File: config.mk
export PLATFORM = sky130hd
export DESIGN_NAME = pc_unit
export DESIGN_NICKNAME = d
export VERILOG_FILES = /design/src/rtl/pc_unit.sv
export SDC_FILE = /design/constraint.sdc
export NUM_CORES = 1
export LEC_CHECK = 0
export BUFFER_PORTS_ARGS = -buffer_cell sky130_fd_sc_hd__buf_2
export CAP_MARGIN = 20
export CORE_ASPECT_RATIO = 0.75
export CORE_MARGIN = 4
export CORE_UTILIZATION = 45
export DETAILED_ROUTE_END_ITERATION = 16
export GPL_ROUTABILITY_DRIVEN = 0
export HOLD_SLACK_MARGIN = 0.15
export PLACE_DENSITY = 0.78
export RECOVER_POWER = 50
export SETUP_SLACK_MARGIN = 0.2
export SLEW_MARGIN = 20
export SYNTH_ARGS = -nofsm -noshare
export SYNTH_HDL_FRONTEND = slang
export SYNTH_SLANG_ARGS = --single-unit
File: constraint.sdc
create_clock -name clk_i -period 4.6 [get_ports clk_i]
set_input_delay 0.23 -clock clk_i [delete_from_list [all_inputs] [get_ports clk_i]]
set_output_delay 0.23 -clock clk_i [all_outputs]
set_load 0.02 [all_outputs]
File: src/rtl/pc_unit.sv
// Program-counter unit: next-PC selection, IDLE/RUN/HALT run control and a
// circular return-address stack for call/return prediction.
module pc_unit #(
    parameter int unsigned             XLEN         = 32,
    parameter logic [XLEN-1:0]         RESET_VECTOR = '0,
    parameter logic [XLEN-1:0]         TRAP_VECTOR  = XLEN'(32'h0000_0100),
    parameter int unsigned             INSN_BYTES   = 4,
    parameter int unsigned             RAS_DEPTH    = 4
) (
    input  logic            clk_i,
    input  logic            rst_i,
    input  logic            start_i,
    input  logic            halt_i,
    input  logic            stall_i,
    input  logic            trap_i,
    input  logic            branch_taken_i,
    input  logic [XLEN-1:0] branch_target_i,
    input  logic            jump_i,
    input  logic [XLEN-1:0] jump_target_i,
    input  logic            call_i,
    input  logic            ret_i,
    output logic [XLEN-1:0] pc_o,
    output logic            pc_valid_o,
    output logic [1:0]      state_o,
    output logic            ras_empty_o,
    output logic            ras_overflow_o
);

    localparam int unsigned PTR_W = $clog2(RAS_DEPTH);
    localparam int unsigned CNT_W = $clog2(RAS_DEPTH + 1);
    localparam logic [XLEN-1:0] ALIGN_MASK = ~(XLEN'(INSN_BYTES) - XLEN'(1));
    localparam logic [XLEN-1:0] TRAP_ALIGNED = TRAP_VECTOR & ALIGN_MASK;
    localparam logic [CNT_W-1:0] CNT_FULL = CNT_W'(RAS_DEPTH);

    typedef enum logic [1:0] {
        ST_IDLE = 2'b00,
        ST_RUN  = 2'b01,
        ST_HALT = 2'b10
    } state_t;

    state_t            state_q, state_d;
    logic [XLEN-1:0]   pc_q, pc_d;
    logic [XLEN-1:0]   pc_seq;
    logic [PTR_W-1:0]  top_q;
    logic [CNT_W-1:0]  cnt_q;
    logic              ovf_q;
    logic [XLEN-1:0]   ras_mem [RAS_DEPTH];
    logic [XLEN-1:0]   ras_top;
    logic              ras_nonempty;
    logic              do_push, do_pop, do_replace;

    assign pc_seq       = pc_q + XLEN'(INSN_BYTES);
    assign ras_top      = ras_mem[top_q];
    assign ras_nonempty = (cnt_q != '0);

    always_comb begin
        state_d    = state_q;
        pc_d       = pc_q;
        do_push    = 1'b0;
        do_pop     = 1'b0;
        do_replace = 1'b0;
        unique case (state_q)
            ST_IDLE: begin
                if (start_i) state_d = ST_RUN;
            end
            ST_RUN: begin
                if (trap_i) begin
                    pc_d = TRAP_ALIGNED;
                end else if (stall_i) begin
                    pc_d = pc_q;
                end else if (halt_i) begin
                    state_d = ST_HALT;
                end else if (branch_taken_i) begin
                    pc_d = branch_target_i & ALIGN_MASK;
                end else if (jump_i) begin
                    if (call_i && ret_i) begin
                        // Swap: return through the top entry and overwrite it with our own link.
                        pc_d       = (ras_nonempty ? ras_top : jump_target_i) & ALIGN_MASK;
                        do_replace = 1'b1;
                    end else if (call_i) begin
                        pc_d    = jump_target_i & ALIGN_MASK;
                        do_push = 1'b1;
                    end else if (ret_i && ras_nonempty) begin
                        pc_d   = ras_top & ALIGN_MASK;
                        do_pop = 1'b1;
                    end else begin
                        pc_d = jump_target_i & ALIGN_MASK;
                    end
                end else begin
                    pc_d = pc_seq;
                end
            end
            ST_HALT: begin
                if (trap_i) begin
                    state_d = ST_RUN;
                    pc_d    = TRAP_ALIGNED;
                end else if (start_i) begin
                    state_d = ST_RUN;
                end
            end
            default: begin
                state_d = ST_IDLE;
                pc_d    = RESET_VECTOR;
            end
        endcase
    end

    always_ff @(posedge clk_i or posedge rst_i) begin
        if (rst_i) begin
            state_q <= ST_IDLE;
            pc_q    <= RESET_VECTOR;
            top_q   <= '0;
            cnt_q   <= '0;
            ovf_q   <= 1'b0;
        end else begin
            state_q <= state_d;
            pc_q    <= pc_d;
            if (do_push) begin
                top_q <= top_q + PTR_W'(1);
                if (cnt_q == CNT_FULL) ovf_q <= 1'b1;
                else                   cnt_q <= cnt_q + CNT_W'(1);
            end else if (do_pop) begin
                top_q <= top_q - PTR_W'(1);
                cnt_q <= cnt_q - CNT_W'(1);
            end else if (do_replace && !ras_nonempty) begin
                cnt_q <= CNT_W'(1);
            end
        end
    end

    // Stack storage carries no reset; entries beyond the count are never read.
    always_ff @(posedge clk_i) begin
        if (do_push)         ras_mem[top_q + PTR_W'(1)] <= pc_seq;
        else if (do_replace) ras_mem[top_q]             <= pc_seq;
    end

    assign pc_o           = pc_q;
    assign state_o        = state_q;
    assign pc_valid_o     = (state_q == ST_RUN) && !stall_i;
    assign ras_empty_o    = !ras_nonempty;
    assign ras_overflow_o = ovf_q;

endmodule

==> results of run 1 <==
## power groups by stage
stage	combinational [mW]	clock (mW)	sequential [mW]
finish	1.07	1.28	1.73
global route	1.15	1.36	1.75
CTS	1.07	1.30	1.73
detailed placement	1.05	0	1.76
global placement	1.04	0	1.76
floorplan	0.789	0	1.72
## state kept, by name, summed over array words and instances, names as in the netlist
name,count
ras_overflow_o,1
pc_o,30
ras_mem,120
top_q,2
state_o,2
cnt_q,3
## how the worst min path moves through the flow
stage,from,endpoint,slack (ns),cells past startpoint
2_1_floorplan,start_i,state_o[1],0.33,1
3_3_place_gp,ras_overflow_o,ras_overflow_o,0.45,1
3_5_place_dp,ras_overflow_o,ras_overflow_o,0.46,1
4_1_cts,branch_target_i[29],pc_o[29],0.18,4
5_1_grt,jump_target_i[25],pc_o[25],0.22,4
6_report,jump_target_i[25],pc_o[25],0.20,4
## logic make-up (layout without fill, tap and decap cells)
family / after synthesis / after routing / synth area share, %
other: 1 / 2 / 0.0476
xor gates and xnor gates: 27 / 27 / 3.00
AOI/OAI and AO/OA: 130 / 130 / 11.2
and+or+nand+nor: 188 / 188 / 13.1
DFF: 158 / 158 / 57.8
adders and majority gates: 8 / 8 / 1.27
buffers and inverters: 58 / 188 / 3.13
muxes: 45 / 45 / 10.5
## per-stage QoR
step	utilization [%]	area (sq um)	hold slack, ns	cells	setup slack, ns
2_1_floorplan	-	7890	0.327	616	0.935
3_3_place_gp	50.7	8620	0.454	926	1.59
3_5_place_dp	50.7	8620	0.459	926	1.40
4_1_cts	55.3	9390	0.184	982	1.37
5_1_grt	54.9	9320	0.217	982	1.06
6_report	54.9	9320	0.199	982	1.17
## layer usage
| layer | global-route usage (%) | vias up | routed length (microns) |
|---|---|---|---|
| met3 | 6.18 | 49 | 2300 |
| met4 | 8.79 | 2 | 716 |
| met5 | 0 | - | 37 |
| met2 | 34.0 | 395 | 9680 |
| li1 | - | 2621 | - |
| met1 | 30.5 | 2908 | 8840 |
## what timing repair did
action,CTS,global route
hold endpoints to repair,60,0
setup endpoints to repair,0,0
hold buffers,24,0
## cell type report
| type | instances | area (sq um) |
|---|---|---|
| inverter | 21 | 78.8 |
| tap | 236 | 295 |
| clock buffer | 20 | 437 |
| fill | 1412 | 7660 |
| sequential | 158 | 4560 |
| timing repair buffer | 135 | 769 |
| clock inverter | 12 | 96.3 |
| multi-input combinational | 400 | 3080 |
## layout by cell type (no fill, tap or decap), drive strengths merged, types with 5 or more instances in the layout
cell type / instances
edfxtp: 120
buf: 76
clkbuf: 55
nand2: 49
o21ai: 39
dfrtp: 38
nor2: 36
mux4: 29
dlygate4sd3: 24
a21oi: 22
inv: 21
nand3: 19
nor3: 16
xor2: 15
nand4: 13
a22oi: 12
and3: 12
xnor2: 12
nand2b: 9
mux2: 9
ha: 8
nor4: 8
a221o: 7
mux2i: 7
clkinv: 7
o21a: 5
a211o: 5
nor2b: 5
## worst max-delay path: cells and delay by family (launching register included)
family | cells | cell delay [ns]
simple gates | 3 | 2.11
flops | 1 | 0.41
fa+ha+maj | 1 | 0.35
compound gates | 2 | 0.33
buf+inv | 1 | 0.13
==> impl_metrics.toml, run 1 <==
[clock_tree]
clkTransAtPathRegs_ns = 0.06
cts-buffers-inserted = 17
cts_max_level = 4
clk_latency_ns = 0.43
cts_sinks = 158
cts_setup_buffers = 0
clockBufferDepth = 2
cts.repair.resized = 0
cts_tree = "done"
cts_root_buf = "clkbuf_16"

[pwr]
clockPowerShare_pct = 31.4
switchingPower_mw = 1.30
seqPwrFrac_pct = 42.5
switching_share_pct = 31.9
total_power_mw = 4.09
intPower_mw = 2.78
p_per_area_mw_per_mm2 = 439
total_leakage_power_nw = 3.39
combPwrFrac_pct = 26.1
ir_drop_uv = 344

[global_route]
grt_pass1_wl_microns = 32900
track_usage_pct = 22.2
grt_max_degree = 39
antenna_found_initial = 0
grt_pass1_vias = 5763
globalRouteOverflowTotal = 0

[synth]
synth_edf_count = 120
syn_area_sq_mm = 0.00788
synth_most_common_cell = "edfxtp_1"
async_reset_ff_share_pct = 24.1
synthFlopType = "edfxtp_1"
synth.area.top_cells = "edfxtp_1 (46%), dfrtp_1 (12%), mux4_2 (8.3%), o21ai_0 (2.5%), nand2_1 (2.3%)"
yosys.area.top_type = "edfxtp_1"
post-synth-top-area-fraction_pct = 45.8
synth-seq-area-share_pct = 57.8
yosysWarnings = 0
syn_inst = 615
synth_common_cells = "edfxtp_1 (120), nand2_1 (49), o21ai_0 (39)"
ys_types = 69
ys_ff_latch = 158
syn_area_per_cell_sq_um = 12.8

[timing]
slew_viol_final = 39
relSlewSlack_pct = -17.8
setup_viol = 0
rsz0062_at_grt = "false"
fin_crit_sh_pct = 74.5
min_period_ns = 3.43
hold_violations = 0
tightest_slew_ns = 1.76
clock_skew_ns = 0.00875
max_freq_mhz = 292
tns_ns = 0

[critical_path]
end_kind = "flop"
crit_slowest_cell = "nor2_2"
timing.rr.end = "pc_o[2]"
crit_chain = "inv_1 -> ha_1 -> nor4b_1 -> nand3_1 -> nor2_2 -> a22oi_1 -> o21ai_0"
crit_path_end = "pc_o[2]"
timing.rr.start = "state_o[1]"
criticalPathCategory = "flop to flop"
cp_slowest_stage_delay_ns = 0.94
crit_arrival_ns = 3.76
r2r_slack_ns = 1.17
worstPathRequired_ns = 4.93
crit_start = "state_o[1]"
reg2regPathDepth = 7
crit_fanout = 16
cp-start-kind = "flop"

[floorplanning]
fp.dieH_microns = 123
start_util_pct = 46.4
dieArea_sq_mm = 0.0197
rows = 41
fp.dieW_microns = 161
core_sq_mm = 0.0170
ios = 111

[worst_hold_path]
hold_path.class = "input pin to flop"

[layout]
synthToLayoutAreaGrowth_pct = 18.3
drive_gt1_share_pct = 21.3
insertedDiodeCount = 0
final_nets = 815

[route]
dr_total_vias = 5975
wl_per_cell_microns = 22.0
wl_microns = 21600
vias_per_cell = 6.08
drc_errors = 0
dr.pass1.iters = 5
drtIter0Drc = 814
ant_nets = 0

[run_status]
violations = "capacitance limit, slew limit"
status = "finished, violations left"

[run]
cap_violations = 2

[placement]
numPortBuffers = 104
hpwl_microns = 14100
Power figures use the tool's default switching activity.
==> run 2, diff against run 1 <==
--- a/config.mk
+++ b/config.mk
@@ -13,7 +13,7 @@
 export DETAILED_ROUTE_END_ITERATION = 16
 export GPL_ROUTABILITY_DRIVEN = 0
 export HOLD_SLACK_MARGIN = 0.15
-export PLACE_DENSITY = 0.78
+export PLACE_DENSITY = 0.75
 export RECOVER_POWER = 50
 export SETUP_SLACK_MARGIN = 0.2
 export SLEW_MARGIN = 20
==> constraint.sdc (replaced) <==
create_clock -name clk_i -period 3.3 [get_ports clk_i]
set_input_delay 0.165 -clock clk_i [delete_from_list [all_inputs] [get_ports clk_i]]
set_output_delay 0.165 -clock clk_i [all_outputs]
set_load 0.02 [all_outputs]
==> run 2 against run 1 <==
The flow now finishes without violations. Fmax rose by 14%. Sequential share of layout area fell by 1.2 points. Critical path type unchanged. Wire length rose by 2.9%. Non-clock buffer count rose by 18. Core utilization rose by 1.4 points.
==> impl_metrics.toml, run 2 (synthesis gave the netlist of run 1 again) <==
[global_route]
track_usage_pct = 23.0
grt_max_degree = 39
globalRouteOverflowTotal = 0
grt_pass1_vias = 6166
grt_pass1_wl_microns = 34200
antenna_found_initial = 0

[route]
dr_total_vias = 5966
dr.pass1.iters = 6
drtIter0Drc = 605
vias_per_cell = 5.97
wl_microns = 22200
wl_per_cell_microns = 22.2
ant_nets = 0
drc_errors = 0

[layout]
largest_reg_flops = 120
final_cell_mix = "edfxtp_1 (120), buf_2 (69), nand2_1 (49)"
final_nets = 833
synthToLayoutAreaGrowth_pct = 21.4
insertedDiodeCount = 0
num-fill-cells = 1367
drive_gt1_share_pct = 22.4
mostFrequentLayoutCell = "edfxtp_1"
top_register = "ras_mem"
fin_cells = 1000
final_util_pct = 56.3
stdcell_area_sq_mm = 0.00956

[pwr]
switchingPower_mw = 1.82
combPwrFrac_pct = 26.1
clockPowerShare_pct = 31.8
intPower_mw = 3.98
p_per_area_mw_per_mm2 = 607
seqPwrFrac_pct = 42.0
total_leakage_power_nw = 3.52
switching_share_pct = 31.4
ir_drop_uv = 324
total_power_mw = 5.80

[timing]
rsz0062_at_grt = "true"
setup_viol = 0
final.setup.worst_slack_ns = 0.283
tightest_slew_ns = 1.14
max_freq_mhz = 331
clock_skew_ns = 0.0116
min_period_ns = 3.02
fin_crit_sh_pct = 91.4
tns_ns = 0
hold_ws_ns = 0.163
relSlewSlack_pct = 23.1
slew_viol_final = 0
hold_violations = 0

[critical_path]
crit_arrival_ns = 3.32
cp-start-kind = "flop"
worstPathRequired_ns = 3.60
r2r_slack_ns = 0.28
crit_fanout = 9
end_kind = "flop"
criticalPathCategory = "flop to flop"

[worst_hold_path]
hold_path.class = "input pin to flop"

[clock_tree]
cts_tree = "done"
clk_latency_ns = 0.43
cts-buffers-inserted = 17
cts_setup_buffers = 0
clkTransAtPathRegs_ns = 0.06
cts_sinks = 158
cts_max_level = 4
cts_root_buf = "clkbuf_16"
clockBufferDepth = 2

[floorplanning]
ios = 111
core_sq_mm = 0.0170
fp.dieW_microns = 161
dieArea_sq_mm = 0.0197
fp.dieH_microns = 123
start_util_pct = 46.4
rows = 41

[placement]
dpl_worst_slack_ns = 0.499
place_area_sq_mm = 0.00871
numPortBuffers = 104
hpwl_microns = 14700
placed_cells = 935

[run]
cap_violations = 0

[run_status]
status = "finished, final reports clean"
==> run 2: worst paths after layout <==
| check | from | to | cells after the start |
|---|---|---|---|
| setup / recovery | pc_o[4] | pc_o[25] | 6 |
| hold / removal | branch_target_i[26] | pc_o[26] | 4 |
| setup reg to reg | pc_o[4] | pc_o[25] | 6 |
| hold reg to reg | ras_overflow_o | ras_overflow_o | 1 |
| max in group asynchronous | rst_i | top_q[0] | 4 |
| min in group asynchronous | rst_i | state_o[1] | 4 |
==> run 2: what timing repair did <==
item,in CTS,in global routing
hold buffers,33,0
hold endpoints to repair,64,0
gates resized for setup,0,6
setup endpoints to repair,0,3
==> run 2: layout make-up <==
type,count,area [sq um],area share (%)
Clock buffer,18,429,4.49
Clock inverter,14,124,1.30
Inverter,21,78.8,0.825
Sequential cell,158,4560,47.7
Timing Repair Buffer,153,952,9.96
Tap cell,236,295,3.09
Multi-Input combinational cell,400,3120,32.7
==> run 2: metal layers <==
metal | track usage [%] | part of all wire (%)
met1 | 30.2 | 40
met2 | 36.8 | 47
met3 | 7.15 | 11
met4 | 8.10 | 2.0
met5 | 0 | 0
==> run 2: power groups by stage <==
stage	clock, mW	combinational [mW]	sequential, mW
2_1_floorplan	0	1.10	2.40
3_3_place_gp	0	1.41	2.47
3_5_place_dp	0	1.46	2.48
4_1_cts	1.87	1.50	2.44
5_1_grt	1.95	1.63	2.46
6_report	1.85	1.52	2.44
==> run 2: worst max-delay path, cell delays in order, from the launching register on <==
cell and delay [ns]:
dfrtp_1 0.53, nand4_1 0.57, nor4_4 0.72, nand3_1 0.16, xor2_1 0.22, o211ai_1 0.11
dlygate4sd3_1 0.58
==> run 3, diff against run 2 <==
==> constraint.sdc (replaced) <==
create_clock -name clk_i -period 3.7 [get_ports clk_i]
set_input_delay 0.185 -clock clk_i [delete_from_list [all_inputs] [get_ports clk_i]]
set_output_delay 0.185 -clock clk_i [all_outputs]
set_load 0.02 [all_outputs]
==> run 3 against run 2 <==
The run now ends with capacitance limit, slew limit left. Design area is 0.27% higher. Total power down 4.0%. Core utilization is 0.15 points higher. Sequential power decreased by 10%. Largest cell class unchanged. Largest power group unchanged.
==> impl_metrics.toml, run 3 (synthesis gave the netlist of run 1 again) <==
[critical_path]
crit_chain = "inv_1 -> ha_1 -> nand2b_1 -> and2_1 -> buf_4 -> nand2_1 -> a211o_1 -> o211ai_1 -> dlygate4sd3_1"
end_kind = "flop"
crit_slowest_cell = "dlygate4sd3_1"
crit_arrival_ns = 3.45
cp-start-kind = "flop"
criticalPathCategory = "flop to flop"
reg2regPathDepth = 9
worstPathRequired_ns = 4.07
cp_slowest_stage_delay_ns = 0.57
crit_fanout = 20

[clock_tree]
clockBufferDepth = 2
cts.repair.resized = 0
cts_root_buf = "clkbuf_16"
cts_tree = "done"
cts-buffers-inserted = 17
clk_latency_ns = 0.43
cts_sinks = 158
clkTransAtPathRegs_ns = 0.07
cts_setup_buffers = 0
cts_max_level = 4

[worst_hold_path]
hold_path.class = "input pin to flop"
whs_path_depth = 4

[global_route]
antenna_found_initial = 0
globalRouteOverflowTotal = 0
grt_pass1_vias = 6106
track_usage_pct = 22.9
grt_max_degree = 39
grt_pass1_wl_microns = 34100

[layout]
regArea_sq_mm = 0.00456
final_util_pct = 56.4
stdcell_area_sq_mm = 0.00958
mostFrequentLayoutCell = "edfxtp_1"
largest_reg_flops = 120
final_nets = 826
drive_gt1_share_pct = 22.6
synthToLayoutAreaGrowth_pct = 21.7
top_register = "ras_mem"
final_cell_mix = "edfxtp_1 (120), buf_2 (69), nand2_1 (49)"
insertedDiodeCount = 0
num-fill-cells = 1357
multiInputGateArea_sq_mm = 0.00310

[route]
wl_microns = 21900
drc_errors = 0
dr_total_vias = 6025
ant_nets = 0
wl_per_cell_microns = 22.1
vias_per_cell = 6.07
dr.pass1.iters = 5
drtIter0Drc = 749

[timing]
hold_violations = 0
setup_viol = 0
relSlewSlack_pct = -66.1
slew_viol_final = 39
tightest_slew_ns = 2.49
clock_skew_ns = 0.0119
rsz0062_at_grt = "false"
max_freq_mhz = 325
fin_crit_sh_pct = 83.2
min_period_ns = 3.08
tns_ns = 0

[run_status]
violations = "capacitance limit, slew limit"
status = "finished, violations left"

[floorplanning]
start_util_pct = 46.4
dieArea_sq_mm = 0.0197
fp.dieH_microns = 123
rows = 41
fp.dieW_microns = 161
ios = 111
core_sq_mm = 0.0170

[placement]
place_area_sq_mm = 0.00868
numPortBuffers = 104
hpwl_microns = 14300

[pwr]
total_leakage_power_nw = 3.53
ir_drop_uv = 389
p_per_area_mw_per_mm2 = 581

[run]
cap_violations = 1
-- run 3: worst max-delay path, delay by kind of cell (launching register included) --
kind	cells	cell delay, ns
compound gates	2	0.34
fa+ha+maj	1	0.28
buf+inv	3	1.09
flops	1	0.44
simple gates	3	0.85
-- run 3: timing repair --
action / in CTS / in global routing
hold endpoints to repair: 61 / 0
setup endpoints to repair: 0 / 0
hold buffers: 27 / 0
-- run 3: cell type report --
class | instances | area share, %
Inverter | 21 | 0.822
Timing Repair Buffer | 146 | 8.90
Sequential cell | 158 | 47.5
Clock inverter | 13 | 2.72
Clock buffer | 19 | 4.62
Multi-Input combinational cell | 400 | 32.3
Tap cell | 236 | 3.08
-- run 3: path summary, 6_finish.rpt --
check	startpoint	end	slack [ns]
max	cnt_q[0]	pc_o[28]	0.62
min	jump_target_i[3]	pc_o[3]	0.16
max reg2reg	cnt_q[0]	pc_o[28]	0.62
min reg2reg	ras_overflow_o	ras_overflow_o	0.47
max in group asynchronous	rst_i	top_q[0]	0.88
min in group asynchronous	rst_i	pc_o[31]	1.21
-- run 3: through the flow --
step                instances  setup slack [ns]  hold slack [ns]  power, mW
floorplan                 616            0.0350            0.282       3.13
global placement          934             0.933            0.366       3.46
detailed placement        934             0.820            0.362       3.51
CTS                       993             0.654            0.153       5.60
global route              993             0.377            0.171       5.80
finish                    993             0.622            0.163       5.57
-- run 3: where the power goes --
| part | switching [mW] | internal (mW) |
|---|---|---|
| sequential | 0.191 | 2.00 |
| clock | 0.709 | 1.36 |
| combinational | 0.764 | 0.557 |
-- run 3: routing by layer --
layer | track usage (%) | up-vias | part of all wire [%]
met5 | 0 | - | 0
met4 | 10.1 | 0 | 3.6
met3 | 5.71 | 73 | 11
met2 | 35.2 | 411 | 45
met1 | 31.2 | 2901 | 40
li1 | - | 2640 | -
